File: config.mk
export PLATFORM = sky130hd
export DESIGN_NAME = fib_sampler
export DESIGN_NICKNAME = d
export VERILOG_FILES = /design/src/rtl/fib_sampler.sv
export SDC_FILE = /design/constraint.sdc
export NUM_CORES = 1
export LEC_CHECK = 0
export CAP_MARGIN = 20
export CORE_MARGIN = 2
export CORE_UTILIZATION = 43
export CTS_BUF_LIST = sky130_fd_sc_hd__clkbuf_4 sky130_fd_sc_hd__clkbuf_8
export CTS_CLUSTER_DIAMETER = 80
export DETAILED_ROUTE_END_ITERATION = 10
export GPL_ROUTABILITY_DRIVEN = 0
export GPL_TIMING_DRIVEN = 0
export PLACE_DENSITY = 0.78
export SLEW_MARGIN = 20
export SYNTH_ARGS = -nofsm -noshare
export SYNTH_HDL_FRONTEND = slang
export SYNTH_SLANG_ARGS = --single-unit
File: constraint.sdc
create_clock -name wb_clk_i -period 2.9 [get_ports wb_clk_i]
set_clock_uncertainty 0.2 [all_clocks]
set_input_delay 0.58 -clock wb_clk_i [delete_from_list [all_inputs] [get_ports wb_clk_i]]
set_output_delay 0.58 -clock wb_clk_i [all_outputs]
set_load 0.03 [all_outputs]
File: src/rtl/fib_sampler.sv
// fib_sampler: re-samples an asynchronous Fibonacci value bus, queues each new
// stable value in a small FIFO and exposes FIFO, status and irq over Wishbone.
module fib_sampler #(
  parameter int          WIDTH     = 30,
  parameter int          DEPTH     = 4,
  parameter logic [31:0] ADDR_BASE = 32'h3000_0100
) (
  input  logic             wb_clk_i,
  input  logic             reset_n,
  input  logic             wbs_stb_i,
  input  logic             wbs_cyc_i,
  input  logic             wbs_we_i,
  input  logic [3:0]       wbs_sel_i,
  input  logic [31:0]      wbs_dat_i,
  input  logic [31:0]      wbs_adr_i,
  output logic             wbs_ack_o,
  output logic [31:0]      wbs_dat_o,
  input  logic [WIDTH-1:0] value_i,
  output logic             irq_o
);

  localparam int AW = (DEPTH > 1) ? $clog2(DEPTH) : 1;
  localparam int CW = AW + 1;

  logic [WIDTH-1:0] r_s1, r_s2, r_last;
  logic [WIDTH-1:0] r_mem [DEPTH];
  logic [AW-1:0]    r_wptr, r_rptr;
  logic [CW-1:0]    r_count;
  logic             r_ovf, r_wrap;
  logic [1:0]       r_ctrl;
  logic             r_ack;
  logic [31:0]      r_dat;
  logic             r_irq;

  logic             w_req, w_sel_stat, w_sel_data, w_sel_ctrl;
  logic             w_empty, w_full, w_cap, w_push, w_pop, w_wr;
  logic [WIDTH-1:0] w_head;
  logic [31:0]      w_status, w_rdata;
  logic             w_unused;

  assign w_req      = wbs_stb_i & wbs_cyc_i & ~r_ack;
  assign w_sel_stat = (wbs_adr_i == ADDR_BASE);
  assign w_sel_data = (wbs_adr_i == ADDR_BASE + 32'h4);
  assign w_sel_ctrl = (wbs_adr_i == ADDR_BASE + 32'h8);

  assign w_empty = (r_count == '0);
  assign w_full  = (r_count == CW'(DEPTH));

  // A value is taken once it has been identical in both sync stages and differs
  // from the last value taken; a full FIFO still advances last so the dropped
  // value is not re-captured later.
  assign w_cap  = r_ctrl[0] & (r_s1 == r_s2) & (r_s2 != r_last);
  assign w_push = w_cap & ~w_full;
  assign w_pop  = w_req & ~wbs_we_i & w_sel_data & ~w_empty;
  assign w_wr   = w_req & wbs_we_i & wbs_sel_i[0];

  assign w_head   = w_empty ? '0 : r_mem[r_rptr];
  assign w_status = {20'b0, r_wrap, r_ovf, w_full, w_empty, 8'(r_count)};

  // Read data mux; unmapped addresses read as zero
  always_comb begin
    w_rdata = '0;
    if (w_sel_stat)      w_rdata = w_status;
    else if (w_sel_data) w_rdata = 32'(w_head);
    else if (w_sel_ctrl) w_rdata = {30'b0, r_ctrl};
  end

  assign w_unused = &{1'b0, wbs_sel_i[3:1], wbs_dat_i[31:12], wbs_dat_i[9:2]};

  // Two-stage resync of the value bus and the last-captured tracker
  always_ff @(posedge wb_clk_i or negedge reset_n) begin
    if (!reset_n) begin
      r_s1   <= '0;
      r_s2   <= '0;
      r_last <= '0;
    end else begin
      r_s1 <= value_i;
      r_s2 <= r_s1;
      if (w_cap) r_last <= r_s2;
    end
  end

  // FIFO storage; contents are don't-care while their slot is not counted
  always_ff @(posedge wb_clk_i) begin
    if (w_push) r_mem[r_wptr] <= r_s2;
  end

  // FIFO pointers and occupancy; push and pop together leave count unchanged
  always_ff @(posedge wb_clk_i or negedge reset_n) begin
    if (!reset_n) begin
      r_wptr  <= '0;
      r_rptr  <= '0;
      r_count <= '0;
    end else begin
      if (w_push) r_wptr <= r_wptr + 1'b1;
      if (w_pop)  r_rptr <= r_rptr + 1'b1;
      case ({w_push, w_pop})
        2'b10:   r_count <= r_count + 1'b1;
        2'b01:   r_count <= r_count - 1'b1;
        default: r_count <= r_count;
      endcase
    end
  end

  // Sticky OVF/WRAP flags (set beats a same-cycle W1C) and the control register
  always_ff @(posedge wb_clk_i or negedge reset_n) begin
    if (!reset_n) begin
      r_ovf  <= 1'b0;
      r_wrap <= 1'b0;
      r_ctrl <= '0;
    end else begin
      if (w_cap && w_full)                             r_ovf <= 1'b1;
      else if (w_wr && w_sel_stat && wbs_dat_i[10])    r_ovf <= 1'b0;
      if (w_cap && (r_s2 < r_last))                    r_wrap <= 1'b1;
      else if (w_wr && w_sel_stat && wbs_dat_i[11])    r_wrap <= 1'b0;
      if (w_wr && w_sel_ctrl)                          r_ctrl <= wbs_dat_i[1:0];
    end
  end

  // Single-cycle ack with data registered alongside it, zero between transfers
  always_ff @(posedge wb_clk_i or negedge reset_n) begin
    if (!reset_n) begin
      r_ack <= 1'b0;
      r_dat <= '0;
    end else begin
      r_ack <= w_req;
      r_dat <= (w_req && !wbs_we_i) ? w_rdata : '0;
    end
  end

  // Level interrupt, one cycle behind its causes
  always_ff @(posedge wb_clk_i or negedge reset_n) begin
    if (!reset_n) r_irq <= 1'b0;
    else          r_irq <= r_ctrl[1] & (w_full | r_ovf | r_wrap);
  end

  assign wbs_ack_o = r_ack;
  assign wbs_dat_o = r_dat;
  assign irq_o     = r_irq;

endmodule

* After elaboration in Yosys (flattened, before gate mapping)
Memory sizes are Yosys's and may differ from the RTL's.
Cells that the tools add are included.
** Storage, ports and cells
- Register bits :: 135
- Latch bits :: 0
- Bits in writable memories :: 120
- ROM bits :: 0
- Input port bits :: 103
- Output and inout bits :: 34
- Logic and storage cells :: 67
- Memories :: 1
** Memories
- r_mem :: depth 4, bits a word 30, rd ports 1, clocked after memory_dff 0, wr ports 1, line 26 : logic [WIDTH-1:0] r_mem [DEPTH];
** Cells by class
- Add/sub/neg operators :: 4
- Multipliers :: 0
- Divide/modulo/power cells :: 0
- $lt $le $gt $ge :: 1
- Equal/unequal tests :: 8
- Shift-type cells :: 0
- Multiplexer cells :: 12
- Bitwise gates (word level) :: 17
- Reductions and logical operators :: 12
** Operators by type and width (count)
- equality test 32 x 30 -> 1 bit, second input constant :: 3
- 2-to-1 mux 32 bit :: 3
- equality test 30 bit :: 1
- < comparator 30 bit :: 1
- 2-to-1 mux 30 bit :: 1
- != test 30 bit :: 1
- bitwise AND 1 bit :: 11
- logical AND 1 bit :: 7
- 2-to-1 mux 1 bit :: 6
- case mux 3 bit (2 select lines) :: 1
- nonzero test 2 bit :: 3
- adder 2 x 1 -> 2 bit, second input constant :: 2
- inverter 1 bit :: 4
- adder 3 x 1 -> 3 bit, second input constant :: 1
- equality test 3 bit, second input constant :: 1
- logical NOT 3 bit :: 1
- subtractor 3 x 1 -> 3 bit, second input constant :: 1
- equality test 2 x 1 -> 1 bit, second input constant :: 1
- equality test 2 bit, second input constant :: 1
- 2-to-1 mux 2 bit :: 1
- bitwise OR 1 bit :: 2
- logical NOT 1 bit :: 1

* Longest topological paths before layout
- Depth after elaboration :: 8
- Mapped depth :: 15
- Gate-level depth less buffers :: 14

* Worst setup path after synthesis
Ideal clock, no wire load.
- Path type :: in2reg
- Start point :: in wbs_adr_i[11]
- End point :: reg r_count[2]
- Setup time :: 79 ps
- Arrival time :: 2821 ps
- Data required time :: 2621 ps
- Setup slack :: -200 ps
- Cell stages on the path :: 12
- Path buffers :: 2
- Cell sequence :: nor4b_1 nand2_1 or4_4 buf_6 nor2_8 buf_6 ha_1 inv_1 fa_1 xor2_1 nor2_1 xor2_1
** On the way
- Cells in the longest elaborated chain, start to end :: 5
** Ends and longest elaborated chain
- start, declared :: line 15 : input logic [31:0] wbs_adr_i,
- equality test 32 x 30 -> 1 bit * :: line 43 : assign w_sel_data = (wbs_adr_i == ADDR_BASE + 32'h4);
- bitwise AND 1 bit * (2 in a row) :: line 54 : assign w_pop = w_req & ~wbs_we_i & w_sel_data & ~w_empty;
- named net w_pop :: line 36 : logic w_empty, w_full, w_cap, w_push, w_pop, w_wr;
- equality test 2 x 1 -> 1 bit or equality test 2 bit (tied branches) :: line 97 : case ({w_push, w_pop})
- case mux 3 bit (2 select lines) or nonzero test 2 bit (tied branches)
- end signal, assigned :: line 98 : 2'b10: r_count <= r_count + 1'b1;
- end signal, assigned :: line 99 : 2'b01: r_count <= r_count - 1'b1;
- end signal, assigned :: line 100 : default: r_count <= r_count;
- end, declared :: line 28 : logic [CW-1:0] r_count;
Mark *: on every way through the listed nets, which the timed path passes. The rest lies on a longest branch.
A chain may end at the register's enable or synchronous reset.

* Final worst setup path
- Start point :: reg r_s2[16]
- End point :: reg r_count[2]
** On the way
- Cells in the longest elaborated chain, start to end :: 6
** Ends and longest elaborated chain
- start, declared :: line 25 : logic [WIDTH-1:0] r_s1, r_s2, r_last;
- start signal, assigned :: line 78 : r_s2 <= r_s1;
- equality test 30 bit :: line 52 : assign w_cap = r_ctrl[0] & (r_s1 == r_s2) & (r_s2 != r_last);
- bitwise AND 1 bit :: line 52
- bitwise AND 1 bit * :: line 52
- bitwise AND 1 bit * :: line 53 : assign w_push = w_cap & ~w_full;
- equality test 2 x 1 -> 1 bit or equality test 2 bit (tied branches) :: line 97
- case mux 3 bit (2 select lines) or nonzero test 2 bit (tied branches)
Mark *: on every way between the ends. The rest lies on a longest branch, timed or not.

==> metrics.txt <==
leading register cell type out of synthesis=dfrtp_1; worst-path maximum fanout=2; antenna violations before repair=0; Die X=154.8 um; Hold Crit Class=reg -> reg; Core ar.=22500 sq um; status=complete, but fails checks; critical path's slowest cell=dfrtp_2; post-route minimum period=3.029 ns; kind of end point of the critical path=flop; Longest Clk Path Bufs=3; gr ovfl total=0; Rows=55; post-synthesis sequential area ratio=0.7087; global-route wire length before repair=31.54 mm; period utilization=1.044; Crit. Startpoint=r_s2[16]; worst setup margin=-0.1287 ns; nets=932; pwr dens=588.2 nW/um^2; final setup fails=1; Area Overhead vs Synth=28.90%; TritonCTS clock tree=done; Worst Path Required=3.14 ns; crit path DAT=3.27 ns; vias in the first global route=5962; clk slew on worst S/H paths=0.06 ns; Fmax=330.2 MHz; WL final=20.17 mm; CTS buffer count=42; fraction of layout cells with a size suffix above 1=0.2267; drt drc=0; detailed placer's ending HPWL=13.37 mm; final hold vios=0; largest net degree at the start of global routing=100; worst reg2reg path startpoint=r_s2[16]; Ys Warns=0; crit-path max cell delay=0.44 ns; DR WL/cell=18.17 um; syn_area_per_cell=15.93 sq um; HP Start=r_s1[25]; port buffer count=103; CP cell instances=ha_4 > nand4_1 > nor4_2 > nand3_1 > and4_4 > and2b_4 > inv_2 > ha_4 > inv_2 > fa_2 > xor2_1 > nor2_1 > xor2_1; Worst Tran Pin Value=0.8185 ns; post-DR vias/cell=5.054; Iter 0 DRT Violations=338; Post-Syn Area=9781 sq um; RSZ-0062 raised after global routing=true; Clock Latency Late Sink=0.54 ns; Post-synth EDFFs=120; leakage=4.835 nW; count of cell types in the netlist=46; maxcap violations=0; failing checks=setup timing; TritonCTS Sinks=253; DRT Pass-1 Iters=4; All-Layer GR Usage=0.1722; CTS Root Cell=clkbuf_8; H-tree lvl count=2; Mapped Cells=614; Max-slew headroom=0.4544; n_diodes=0; Design Power=0.007415 W; VDD IR max=0.0003458 V; Yosys reg bits=253; kind of critical path=reg -> reg; Hold Slack=0.1865 ns; DIE HEIGHT=154.8 um; vias=5610; Initial Util=0.4346; Reg2Reg Setup Slack=-0.13 ns; Die Area=23970 sq um; Top-Level Pins=137; Final ANT Viol Nets=0; pre-CTS WS=-0.9117 ns; final core utilization=0.5602; Post-synth ARST share=0.5257; startpoint types=flop; fin. max-slew vios=0
metrics by stage:
stage | cell area, sq um | TNS (ns) | cells
after floorplan | 9823 | -0.1096 | 615
after CTS | 12400 | -0.1525 | 1094
final | 12610 | -0.1287 | 1110
after global routing | 12610 | -0.2690 | 1110
after global placement | 11210 | -654.86 | 1003
after detailed placement | 11360 | -22.20 | 1008
what timing repair did:
action / CTS / global route
hold buffers: 1 / 0
hold endpoints to repair: 34 / 0
gates resized for setup: 22 / 8
setup endpoints to repair: 122 / 70
pin swaps: 8 / 15
setup buffers: 10 / 17
synth_stat cells, drive strengths merged, types with 2 or more instances:
library cell,n,area (sq um)
ha,35,437.9
o31ai,2,15.01
o31a,2,17.52
inv,40,150.1
xnor2,30,262.8
nor2b,3,18.77
nand4,17,106.4
nand3,5,25.02
a2bb2oi,2,17.52
nor4,9,68.81
xor2,6,52.55
nand2,39,146.4
clkbuf,7,26.28
a22oi,4,30.03
edfxtp,120,3603
nor3,3,15.01
dfrtp,133,3328
mux4,30,675.7
mux2,4,48.79
nor2,17,80.08
a21oi,14,70.07
buf,12,82.57
and2,27,168.9
a21o,6,45.04
o21ai,34,170.2
layout make-up:
type	instances	area, sq um
flip-flops and latches	253	6950
multi-input cells	303	2719
clock inverters	7	61.31
fillers	1746	9896
clock buffers	69	837.1
inverters	40	150.1
well taps	285	356.6
repair buffers	136	1436
plain buffers	17	96.34
flip-flops by register name (all words and copies together) (netlist names):
signal     cells
r_count        3
r_rptr         2
r_ctrl         2
r_s2          30
r_wrap         1
r_mem        120
wbs_ack_o      1
irq_o          1
r_wptr         2
r_last        30
r_ovf          1
wbs_dat_o     30
r_s1          30
cell usage in the layout, fill, tap and decap left out, drive strengths merged, types with 14 or more instances in the layout:
master | Yosys | routed
a21oi | 14 | 14
and2 | 27 | 27
buf | 12 | 43
clkbuf | 7 | 76
clkdlybuf4s50 | 0 | 102
dfrtp | 133 | 133
edfxtp | 120 | 120
ha | 35 | 35
inv | 40 | 40
mux4 | 30 | 30
nand2 | 39 | 39
nand4 | 17 | 17
nor2 | 17 | 17
o21ai | 34 | 34
xnor2 | 30 | 30
power breakdown:
part	internal [W]	switching, W	leakage, nW
combinational	0.000166	0.000130	1.59
clock	0.00191	0.00134	0.481
sequential	0.00381	0.0000632	2.76
total	0.00589	0.00153	4.83
critical path, delay by kind of cell (launching register included):
family / cells / cell delay (ns)
DFF: 1 / 0.44
and+or+nand+nor: 6 / 1.12
adders and majority gates: 3 / 0.74
xor gates and xnor gates: 2 / 0.32
buffers and inverters: 2 / 0.10
layer usage:
metal  share of wire  up-vias  global-route usage  wire, um
met1            0.42     2844              0.2181      8504
met2            0.51      163              0.2995     10350
met4           0.012        0             0.04586       233
met5               0        -                   0         0
li1                -     2583                   -         -
met3           0.053       20             0.04063      1075
worst paths after layout:
path,endpoint,depth (start not counted)
setup / recovery,r_count[2],13
hold / removal,r_s2[25],0
setup reg to reg,r_count[2],13
hold reg to reg,r_s2[25],0
max in group asynchronous,r_s2[18],3
min in group asynchronous,wbs_dat_o[1],2
cells by family (layout without fill, tap and decap cells):
group | after synthesis | in the layout | share of synthesized area
other cells | 1 | 2 | 0.0003834
compound gates | 67 | 67 | 0.03979
mux | 34 | 34 | 0.07407
fa+ha+maj | 36 | 36 | 0.04682
simple gates | 128 | 128 | 0.07151
flops | 253 | 253 | 0.7087
buf+inv | 59 | 269 | 0.02648
xor+xnor | 36 | 36 | 0.03224
(Power assumes the default switching activity.)
